$ cat config.mk
export PLATFORM = sky130hd
export DESIGN_NAME = hazard_ctrl_flat
export DESIGN_NICKNAME = d
export VERILOG_FILES = /design/src/rtl/hazard_pkg.sv /design/src/rtl/hazard_ctrl_if.sv /design/src/rtl/hazard_decode.sv /design/src/rtl/hazard_ctrl.sv /design/src/flat_wrapper.sv
export SDC_FILE = /design/constraint.sdc
export NUM_CORES = 1
export LEC_CHECK = 0
export CAP_MARGIN = 20
export CORE_ASPECT_RATIO = 0.6
export CORE_UTILIZATION = 45
export CTS_BUF_LIST = sky130_fd_sc_hd__clkbuf_16
export CTS_CLUSTER_SIZE = 20
export DETAILED_ROUTE_END_ITERATION = 7
export GPL_TIMING_DRIVEN = 0
export PLACE_DENSITY = 0.85
export SYNTH_ARGS = -nofsm -noshare
export SYNTH_HDL_FRONTEND = slang
export SYNTH_SLANG_ARGS = --single-unit
$ cat constraint.sdc
create_clock -name clk -period 10.5 [get_ports clk]
set_input_delay 3.15 -clock clk [delete_from_list [all_inputs] [get_ports clk]]
set_output_delay 3.15 -clock clk [all_outputs]
set_load 0.02 [all_outputs]
$ cat src/rtl/hazard_pkg.sv
// hazard_pkg: shared definitions for the pipeline hazard controller.
// Holds opcode constants, instruction field positions, the controller state enum,
// operand-forward select encodings and the per-instruction dest/source helpers.
package hazard_pkg;

  localparam logic [3:0] OpAdd  = 4'b0000;
  localparam logic [3:0] OpAdi  = 4'b0001;
  localparam logic [3:0] OpNand = 4'b0010;
  localparam logic [3:0] OpLhi  = 4'b0011;
  localparam logic [3:0] OpLw   = 4'b0100;
  localparam logic [3:0] OpSw   = 4'b0101;
  localparam logic [3:0] OpJal  = 4'b1000;
  localparam logic [3:0] OpJlr  = 4'b1001;
  localparam logic [3:0] OpBeq  = 4'b1100;

  localparam int unsigned OpMsb = 15;
  localparam int unsigned OpLsb = 12;
  localparam int unsigned RaMsb = 11;
  localparam int unsigned RaLsb = 9;
  localparam int unsigned RbMsb = 8;
  localparam int unsigned RbLsb = 6;
  localparam int unsigned RcMsb = 5;
  localparam int unsigned RcLsb = 3;

  typedef enum logic [1:0] {StRun, StLdUse, StFlush, StMemWait} state_e;

  localparam logic [1:0] FwdRf  = 2'd0;
  localparam logic [1:0] FwdEx  = 2'd1;
  localparam logic [1:0] FwdMem = 2'd2;

  typedef struct packed {
    logic       vld;
    logic [2:0] idx;
  } dest_t;

  // All-zero word is a NOP, not an ADD r0,r0,r0: no source, no destination.
  function automatic dest_t dest_of(input logic [15:0] ins);
    dest_t d;
    d.vld = 1'b0;
    d.idx = 3'd0;
    if (ins != 16'd0) begin
      case (ins[OpMsb:OpLsb])
        OpAdd, OpNand: begin
          d.vld = 1'b1;
          d.idx = ins[RcMsb:RcLsb];
        end
        OpAdi: begin
          d.vld = 1'b1;
          d.idx = ins[RbMsb:RbLsb];
        end
        OpLhi, OpLw, OpJal, OpJlr: begin
          d.vld = 1'b1;
          d.idx = ins[RaMsb:RaLsb];
        end
        default: ;
      endcase
    end
    return d;
  endfunction

  function automatic logic uses_ra(input logic [15:0] ins);
    logic r;
    r = 1'b0;
    if (ins != 16'd0) begin
      case (ins[OpMsb:OpLsb])
        OpAdd, OpNand, OpBeq, OpAdi, OpSw: r = 1'b1;
        default:                           r = 1'b0;
      endcase
    end
    return r;
  endfunction

  function automatic logic uses_rb(input logic [15:0] ins);
    logic r;
    r = 1'b0;
    if (ins != 16'd0) begin
      case (ins[OpMsb:OpLsb])
        OpAdd, OpNand, OpBeq, OpLw, OpSw, OpJlr: r = 1'b1;
        default:                                 r = 1'b0;
      endcase
    end
    return r;
  endfunction

endpackage

$ cat src/rtl/hazard_ctrl_if.sv
// hazard_ctrl_if: pipeline <-> hazard controller signal bundle.
// master: pipeline side (drives stage instructions and status, reads controls).
// slave : hazard controller (reads stage instructions and status, drives controls).
//   id_ins/ex_ins/mem_ins : instructions in decode/execute/memory pipe registers
//   br_taken, mem_busy    : branch resolved taken, data memory not done
//   stall_if, stall_id, dhazard, flush_id : pipe register controls
//   fwd_a, fwd_b          : operand forward selects
//   stall_cnt             : saturating bubble/stall cycle counter
interface hazard_ctrl_if #(
  parameter int unsigned CNT_W = 16
) ();

  logic [15:0]      id_ins;
  logic [15:0]      ex_ins;
  logic [15:0]      mem_ins;
  logic             br_taken;
  logic             mem_busy;
  logic             stall_if;
  logic             stall_id;
  logic             dhazard;
  logic             flush_id;
  logic [1:0]       fwd_a;
  logic [1:0]       fwd_b;
  logic [CNT_W-1:0] stall_cnt;

  modport master (
    output id_ins, ex_ins, mem_ins, br_taken, mem_busy,
    input  stall_if, stall_id, dhazard, flush_id, fwd_a, fwd_b, stall_cnt
  );

  modport slave (
    input  id_ins, ex_ins, mem_ins, br_taken, mem_busy,
    output stall_if, stall_id, dhazard, flush_id, fwd_a, fwd_b, stall_cnt
  );

endinterface

$ cat src/rtl/hazard_decode.sv
// hazard_decode: combinational register-usage extraction for one pipe stage.
// Ports:
//   i_ins      : stage instruction
//   o_dst_vld  : instruction writes a register
//   o_dst      : destination register index
//   o_ra_use   : instruction reads the ra field
//   o_ra       : ra field
//   o_rb_use   : instruction reads the rb field
//   o_rb       : rb field
module hazard_decode
  import hazard_pkg::*;
(
  input  logic [15:0] i_ins,
  output logic        o_dst_vld,
  output logic [2:0]  o_dst,
  output logic        o_ra_use,
  output logic [2:0]  o_ra,
  output logic        o_rb_use,
  output logic [2:0]  o_rb
);

  dest_t w_dest;

  assign w_dest    = dest_of(i_ins);
  assign o_dst_vld = w_dest.vld;
  assign o_dst     = w_dest.idx;
  assign o_ra_use  = uses_ra(i_ins);
  assign o_ra      = i_ins[RaMsb:RaLsb];
  assign o_rb_use  = uses_rb(i_ins);
  assign o_rb      = i_ins[RbMsb:RbLsb];

endmodule

$ cat src/rtl/hazard_ctrl.sv
// hazard_ctrl: pipeline hazard controller for the 16-bit RISC core.
// Detects RAW, load-use, taken-branch and memory-wait hazards and drives the
// stall/bubble/flush controls combinationally (Mealy); keeps a saturating
// count of bubble cycles.
// Ports:
//   clk   : core clock, rising edge
//   reset : asynchronous active-low reset
//   bus   : hazard_ctrl_if.slave (stage instructions, status, controls, counter)
// Parameters:
//   CNT_W     : stall counter width
//   FLUSH_CYC : bubbles per taken branch, 1..3
// Build option:
//   HAZARD_FORWARD_EN : enables operand forwarding; only load-use then stalls.
//                       Without it every RAW on ex/mem stalls and fwd_a/fwd_b are 0.
module hazard_ctrl
  import hazard_pkg::*;
#(
  parameter int unsigned CNT_W     = 16,
  parameter int unsigned FLUSH_CYC = 2
) (
  input logic          clk,
  input logic          reset,
  hazard_ctrl_if.slave bus
);

  localparam logic [1:0] FlushLoad = 2'(FLUSH_CYC - 1);

  logic       w_id_dst_vld, w_id_ra_use, w_id_rb_use;
  logic [2:0] w_id_dst, w_id_ra, w_id_rb;
  logic       w_ex_dst_vld, w_ex_ra_use, w_ex_rb_use;
  logic [2:0] w_ex_dst, w_ex_ra, w_ex_rb;
  logic       w_mem_dst_vld, w_mem_ra_use, w_mem_rb_use;
  logic [2:0] w_mem_dst, w_mem_ra, w_mem_rb;
  logic       w_unused;

  hazard_decode u_dec_id (
    .i_ins     (bus.id_ins),
    .o_dst_vld (w_id_dst_vld),
    .o_dst     (w_id_dst),
    .o_ra_use  (w_id_ra_use),
    .o_ra      (w_id_ra),
    .o_rb_use  (w_id_rb_use),
    .o_rb      (w_id_rb)
  );

  hazard_decode u_dec_ex (
    .i_ins     (bus.ex_ins),
    .o_dst_vld (w_ex_dst_vld),
    .o_dst     (w_ex_dst),
    .o_ra_use  (w_ex_ra_use),
    .o_ra      (w_ex_ra),
    .o_rb_use  (w_ex_rb_use),
    .o_rb      (w_ex_rb)
  );

  hazard_decode u_dec_mem (
    .i_ins     (bus.mem_ins),
    .o_dst_vld (w_mem_dst_vld),
    .o_dst     (w_mem_dst),
    .o_ra_use  (w_mem_ra_use),
    .o_ra      (w_mem_ra),
    .o_rb_use  (w_mem_rb_use),
    .o_rb      (w_mem_rb)
  );

  // Only id sources and ex/mem destinations matter for hazards.
  assign w_unused = ^{w_id_dst_vld, w_id_dst, w_ex_ra_use, w_ex_ra, w_ex_rb_use, w_ex_rb,
                      w_mem_ra_use, w_mem_ra, w_mem_rb_use, w_mem_rb};

  logic w_raw_ex_a, w_raw_ex_b, w_raw_mem_a, w_raw_mem_b;
  logic w_data_haz;
  logic [1:0] w_fwd_a, w_fwd_b;

  assign w_raw_ex_a  = w_id_ra_use & w_ex_dst_vld  & (w_ex_dst  == w_id_ra);
  assign w_raw_ex_b  = w_id_rb_use & w_ex_dst_vld  & (w_ex_dst  == w_id_rb);
  assign w_raw_mem_a = w_id_ra_use & w_mem_dst_vld & (w_mem_dst == w_id_ra);
  assign w_raw_mem_b = w_id_rb_use & w_mem_dst_vld & (w_mem_dst == w_id_rb);

  state_e     r_state, w_state_nxt;
  logic [1:0] r_flush_cnt, w_flush_nxt;

`ifdef HAZARD_FORWARD_EN
  // The bubble already paid in LdUse lets the load reach forwarding range.
  assign w_data_haz = (r_state != StLdUse) && (bus.ex_ins[OpMsb:OpLsb] == OpLw) &&
                      (w_raw_ex_a || w_raw_ex_b);
  assign w_fwd_a = w_raw_ex_a ? FwdEx : (w_raw_mem_a ? FwdMem : FwdRf);
  assign w_fwd_b = w_raw_ex_b ? FwdEx : (w_raw_mem_b ? FwdMem : FwdRf);
`else
  assign w_data_haz = w_raw_ex_a | w_raw_ex_b | w_raw_mem_a | w_raw_mem_b;
  assign w_fwd_a = FwdRf;
  assign w_fwd_b = FwdRf;
`endif

  logic w_stall_if, w_stall_id, w_dhazard, w_flush_id;

  always_comb begin
    w_state_nxt = r_state;
    w_flush_nxt = r_flush_cnt;
    w_stall_if  = 1'b0;
    w_stall_id  = 1'b0;
    w_dhazard   = 1'b0;
    w_flush_id  = 1'b0;
    if (bus.br_taken) begin
      w_flush_id  = 1'b1;
      w_dhazard   = 1'b1;
      w_flush_nxt = FlushLoad;
      w_state_nxt = (FlushLoad != 2'd0) ? StFlush : StRun;
    end else if (r_state == StFlush) begin
      w_flush_id = 1'b1;
      w_dhazard  = 1'b1;
      if (bus.mem_busy) begin
        // Freeze the remaining bubbles until memory completes.
        w_stall_if = 1'b1;
        w_stall_id = 1'b1;
      end else begin
        w_flush_nxt = r_flush_cnt - 2'd1;
        w_state_nxt = (r_flush_cnt <= 2'd1) ? StRun : StFlush;
      end
    end else if (bus.mem_busy) begin
      w_stall_if  = 1'b1;
      w_stall_id  = 1'b1;
      w_dhazard   = 1'b1;
      w_state_nxt = StMemWait;
    end else if (w_data_haz) begin
      w_stall_if  = 1'b1;
      w_stall_id  = 1'b1;
      w_dhazard   = 1'b1;
      w_state_nxt = StLdUse;
    end else begin
      w_state_nxt = StRun;
    end
  end

  always_ff @(posedge clk or negedge reset) begin
    if (!reset) begin
      r_state     <= StRun;
      r_flush_cnt <= 2'd0;
    end else begin
      r_state     <= w_state_nxt;
      r_flush_cnt <= w_flush_nxt;
    end
  end

  logic [CNT_W-1:0] r_stall_cnt;

  always_ff @(posedge clk or negedge reset) begin
    if (!reset) begin
      r_stall_cnt <= '0;
    end else if (w_dhazard && (r_stall_cnt != {CNT_W{1'b1}})) begin
      r_stall_cnt <= r_stall_cnt + CNT_W'(1);
    end
  end

  // Gate with reset so outputs drop the instant reset asserts, whatever the inputs.
  assign bus.stall_if  = w_stall_if & reset;
  assign bus.stall_id  = w_stall_id & reset;
  assign bus.dhazard   = w_dhazard & reset;
  assign bus.flush_id  = w_flush_id & reset;
  assign bus.fwd_a     = reset ? w_fwd_a : FwdRf;
  assign bus.fwd_b     = reset ? w_fwd_b : FwdRf;
  assign bus.stall_cnt = r_stall_cnt;

endmodule
$ cat src/flat_wrapper.sv
// flat-port wrapper written by rule: the top's interface ports become plain ports
module hazard_ctrl_flat import hazard_pkg::*;
#(
  parameter int unsigned CNT_W     = 16,
  parameter int unsigned FLUSH_CYC = 2
)
  (clk, reset, bus_id_ins, bus_ex_ins, bus_mem_ins, bus_br_taken, bus_mem_busy, bus_stall_if, bus_stall_id, bus_dhazard, bus_flush_id, bus_fwd_a, bus_fwd_b, bus_stall_cnt);
  hazard_ctrl_if #(.CNT_W(CNT_W)) bus_i ();
  input logic clk;
  input logic reset;
  input wire logic [$bits(bus_i.id_ins)-1:0] bus_id_ins;
  input wire logic [$bits(bus_i.ex_ins)-1:0] bus_ex_ins;
  input wire logic [$bits(bus_i.mem_ins)-1:0] bus_mem_ins;
  input wire logic [$bits(bus_i.br_taken)-1:0] bus_br_taken;
  input wire logic [$bits(bus_i.mem_busy)-1:0] bus_mem_busy;
  output wire logic [$bits(bus_i.stall_if)-1:0] bus_stall_if;
  output wire logic [$bits(bus_i.stall_id)-1:0] bus_stall_id;
  output wire logic [$bits(bus_i.dhazard)-1:0] bus_dhazard;
  output wire logic [$bits(bus_i.flush_id)-1:0] bus_flush_id;
  output wire logic [$bits(bus_i.fwd_a)-1:0] bus_fwd_a;
  output wire logic [$bits(bus_i.fwd_b)-1:0] bus_fwd_b;
  output wire logic [$bits(bus_i.stall_cnt)-1:0] bus_stall_cnt;
  assign bus_i.id_ins = bus_id_ins;
  assign bus_i.ex_ins = bus_ex_ins;
  assign bus_i.mem_ins = bus_mem_ins;
  assign bus_i.br_taken = bus_br_taken;
  assign bus_i.mem_busy = bus_mem_busy;
  assign bus_stall_if = bus_i.stall_if;
  assign bus_stall_id = bus_i.stall_id;
  assign bus_dhazard = bus_i.dhazard;
  assign bus_flush_id = bus_i.flush_id;
  assign bus_fwd_a = bus_i.fwd_a;
  assign bus_fwd_b = bus_i.fwd_b;
  assign bus_stall_cnt = bus_i.stall_cnt;
  hazard_ctrl #(.CNT_W(CNT_W), .FLUSH_CYC(FLUSH_CYC)) u_core (.clk(clk), .reset(reset), .bus(bus_i));
endmodule
==> metrics.yaml <==
run_status: "completed"
grt_pass1_vias: 1664
finalCriticalPeriod_ns: 9.77
synth_compound_area_share_pct: 16.0
htree_levels: 1
synth_top_area_share_pct: 29.5
yosys_warnings: 0
synth.most_common_cell: "dfrtp_1"
postCtsSetupRepairBufs: 0
p_leak_nw: 1.02
hpwl_um: 3890
synthAdderAreaFrac_pct: 1.47
clk_pin_slew_ns: 0.05
hold_viol: 0
cp_common_cell: "clkdlybuf4s50_1"
wl_per_cell_um: 15.0
min_path_type: "reg -> reg"
cp-start-kind: "primary input"
setup.worst_path.class: "in -> out"
cts_root_buffer: "clkbuf_16"
portBuffers: 71
dieHeight_um: 49.6
finalWeightedCongestion: 0.852
cellPowerDensity_nw_per_um2: 160
drive_gt1_share_pct: 6.55
cts_hold_buf: 0
post-route-period-util_pct: 93.1
antenna_found_initial: 0
synthMuxAreaShare_pct: 1.33
dr_total_vias: 1808
clock.fmax_mhz: 102
worstPathMaxFanout: 9
grt_start_max_net_pins: 22
grt_pass1_wl_um: 7940
row_count: 16
yosys.area_share.simple_pct: 35.4
slew_viol_final: 0
maxCapViolCount: 0
crit_chain: "clkdlybuf4s50_1 > and3b_1 > o21ai_1 > nor2_1 > or3_1 > nor4_2 > nor4_4 > a2111oi_0 > buf_4 > clkdlybuf4s50_1"
ctsResizeCount: 0
rsz0062_at_grt: "false"
final_antenna_net_count: 0
synth_seq_area_share_pct: 29.5
async_reset_ff_share_pct: 100
critPathCaptureType: "primary output"
clock-sinks: 20
fin_area_um2: 2560
tightest_slew_ns: 0.971
tns_ns: 0
first_pass_iters: 5
synth_top_family_by_area: "simple AND/OR/NAND/NOR gates"
diodes: 0
cp.required_ns: 7.35
avgSynthCellArea_um2: 8.63
r2r_slack_ns: 7.87
drt_iter0_markers: 148
ir_worst_vdd_v: 0.000138
cts_buffers: 3
initial_core_util_pct: 49.6
synth_cell_type_count: 43
setup_violations: 0
critical_path_buf_inv_count: 3
grt_usage_pct: 25.7
synth-main-ff-cell: "dfrtp_1"
ctsLongestPathBuffers: 2
relSlewSlack_pct: 35.0
core_area_um2: 3420
fin_nets: 330
netlist_area_um2: 1700
ios: 76
synth_edf_count: 0
synth.top_cells.by_count: "dfrtp_1, a21oi_1, xor2_1, nand2_1, nor2_1"
drc: 0
power.total_w: 0.000408
synthCells: 197
fp.dieW_um: 81.3
crit_path_max_incr_delay_ns: 0.65
synthTopCellsByArea: "dfrtp_1, xor2_1, a21oi_1, xnor2_1, nor4_1"
dpl_cell_area_um2: 2480
worst_path_max_delay_cell: "clkdlybuf4s50_1"
fin_util_pct: 74.7
cp.arrival_ns: 6.62
viasPerCell: 5.65
syn_to_final_growth_pct: 50.4
cp_top_family: "buffers and inverters"
cts_tree: "yes"
synth.ff_latch_count: 20
dieArea_um2: 4030
grt-ovfl-total: 0
fin_skew_ns: 0.00418
synthXorXnorAreaFrac_pct: 12.4
yosysTopAreaCell: "dfrtp_1"
clk_latency_ns: 0.25
wl_um: 4810
==> cells in the final DEF, fill, tap and decap left out, types with 3 or more instances in the layout <==
| master | Yosys | routed |
|---|---|---|
| and3b_1 | 6 | 6 |
| a211oi_1 | 3 | 3 |
| a21oi_1 | 16 | 16 |
| inv_1 | 3 | 3 |
| xor2_1 | 16 | 16 |
| buf_4 | 6 | 6 |
| dfrtp_1 | 20 | 20 |
| xnor2_1 | 8 | 8 |
| nor2b_1 | 7 | 7 |
| nand2_1 | 14 | 14 |
| nand2b_1 | 4 | 4 |
| clkdlybuf4s50_1 | 0 | 71 |
| o21ai_1 | 3 | 3 |
| conb_1 | 1 | 4 |
| o21ai_0 | 10 | 10 |
| nor4_1 | 10 | 10 |
| nand4_1 | 9 | 9 |
| o31ai_1 | 7 | 7 |
| nor2_1 | 14 | 14 |
| clkbuf_16 | 0 | 3 |
| nand3_1 | 8 | 8 |
==> per-layer routing <==
metal | part of all wire [%] | global-route usage (%) | vias up
met3 | 9.0 | 6.11 | 2
li1 | - | - | 891
met2 | 42 | 36.9 | 89
met4 | 0.29 | 4.17 | 0
met5 | 0 | 0 | -
met1 | 49 | 38.9 | 826
==> power by group <==
| part | switching [W] | internal [W] | leakage, nW | total [W] |
|---|---|---|---|---|
| Clock | 0.0000270 | 0.0000507 | 0.0385 | 0.0000777 |
| Sequential | 0.0000316 | 0.000104 | 0.227 | 0.000136 |
| Combinational | 0.0000983 | 0.0000963 | 0.750 | 0.000195 |
| Total | 0.000157 | 0.000251 | 1.02 | 0.000408 |
==> path summary, 6_finish.rpt <==
kind	start	endpoint	cells past startpoint
min	u_core.bus.stall_cnt[4]	u_core.bus.stall_cnt[4]	1
max	bus_ex_ins[13]	bus_stall_if	10
min reg2reg	u_core.bus.stall_cnt[4]	u_core.bus.stall_cnt[4]	1
max in group asynchronous	reset	u_core.bus.stall_cnt[11]	1
min in group asynchronous	reset	u_core.bus.stall_cnt[15]	1
max reg2reg	u_core.bus.stall_cnt[5]	u_core.bus.stall_cnt[13]	8
==> kinds of logic (layout without fill, tap and decap cells) <==
family	Yosys count	count (layout)
buf+inv	11	86
xor+xnor	24	24
other cells	1	4
flops	20	20
fa+ha+maj	2	2
compound gates	44	44
mux	2	2
simple gates	93	93
==> cell type report <==
type	instances	area (um^2)
Clock inverter	1	3.75
Fill cell	256	867
Buffer	8	52.6
Inverter	3	11.3
Tap cell	45	56.3
Sequential cell	20	500
Timing Repair Buffer	71	711
Multi-Input combinational cell	169	1150
Clock buffer	3	75.1
==> state kept, by name, indices dropped and copies added (netlist names) <==
| signal | count |
|---|---|
| u_core.bus.stall_cnt | 16 |
| u_core.r_state | 2 |
| u_core.r_flush_cnt | 2 |
==> metrics by stage <==
step / setup WS (ns) / instances / hold WS (ns)
6_report: 0.726 / 320 / 0.514
5_1_grt: 0.548 / 320 / 0.535
4_1_cts: 0.740 / 320 / 0.515
3_5_place_dp: 0.776 / 316 / 0.500
3_3_place_gp: 0.843 / 316 / 0.491
2_1_floorplan: 1.26 / 200 / 0.498
No activity file was read; power rests on OpenSTA's default activity.
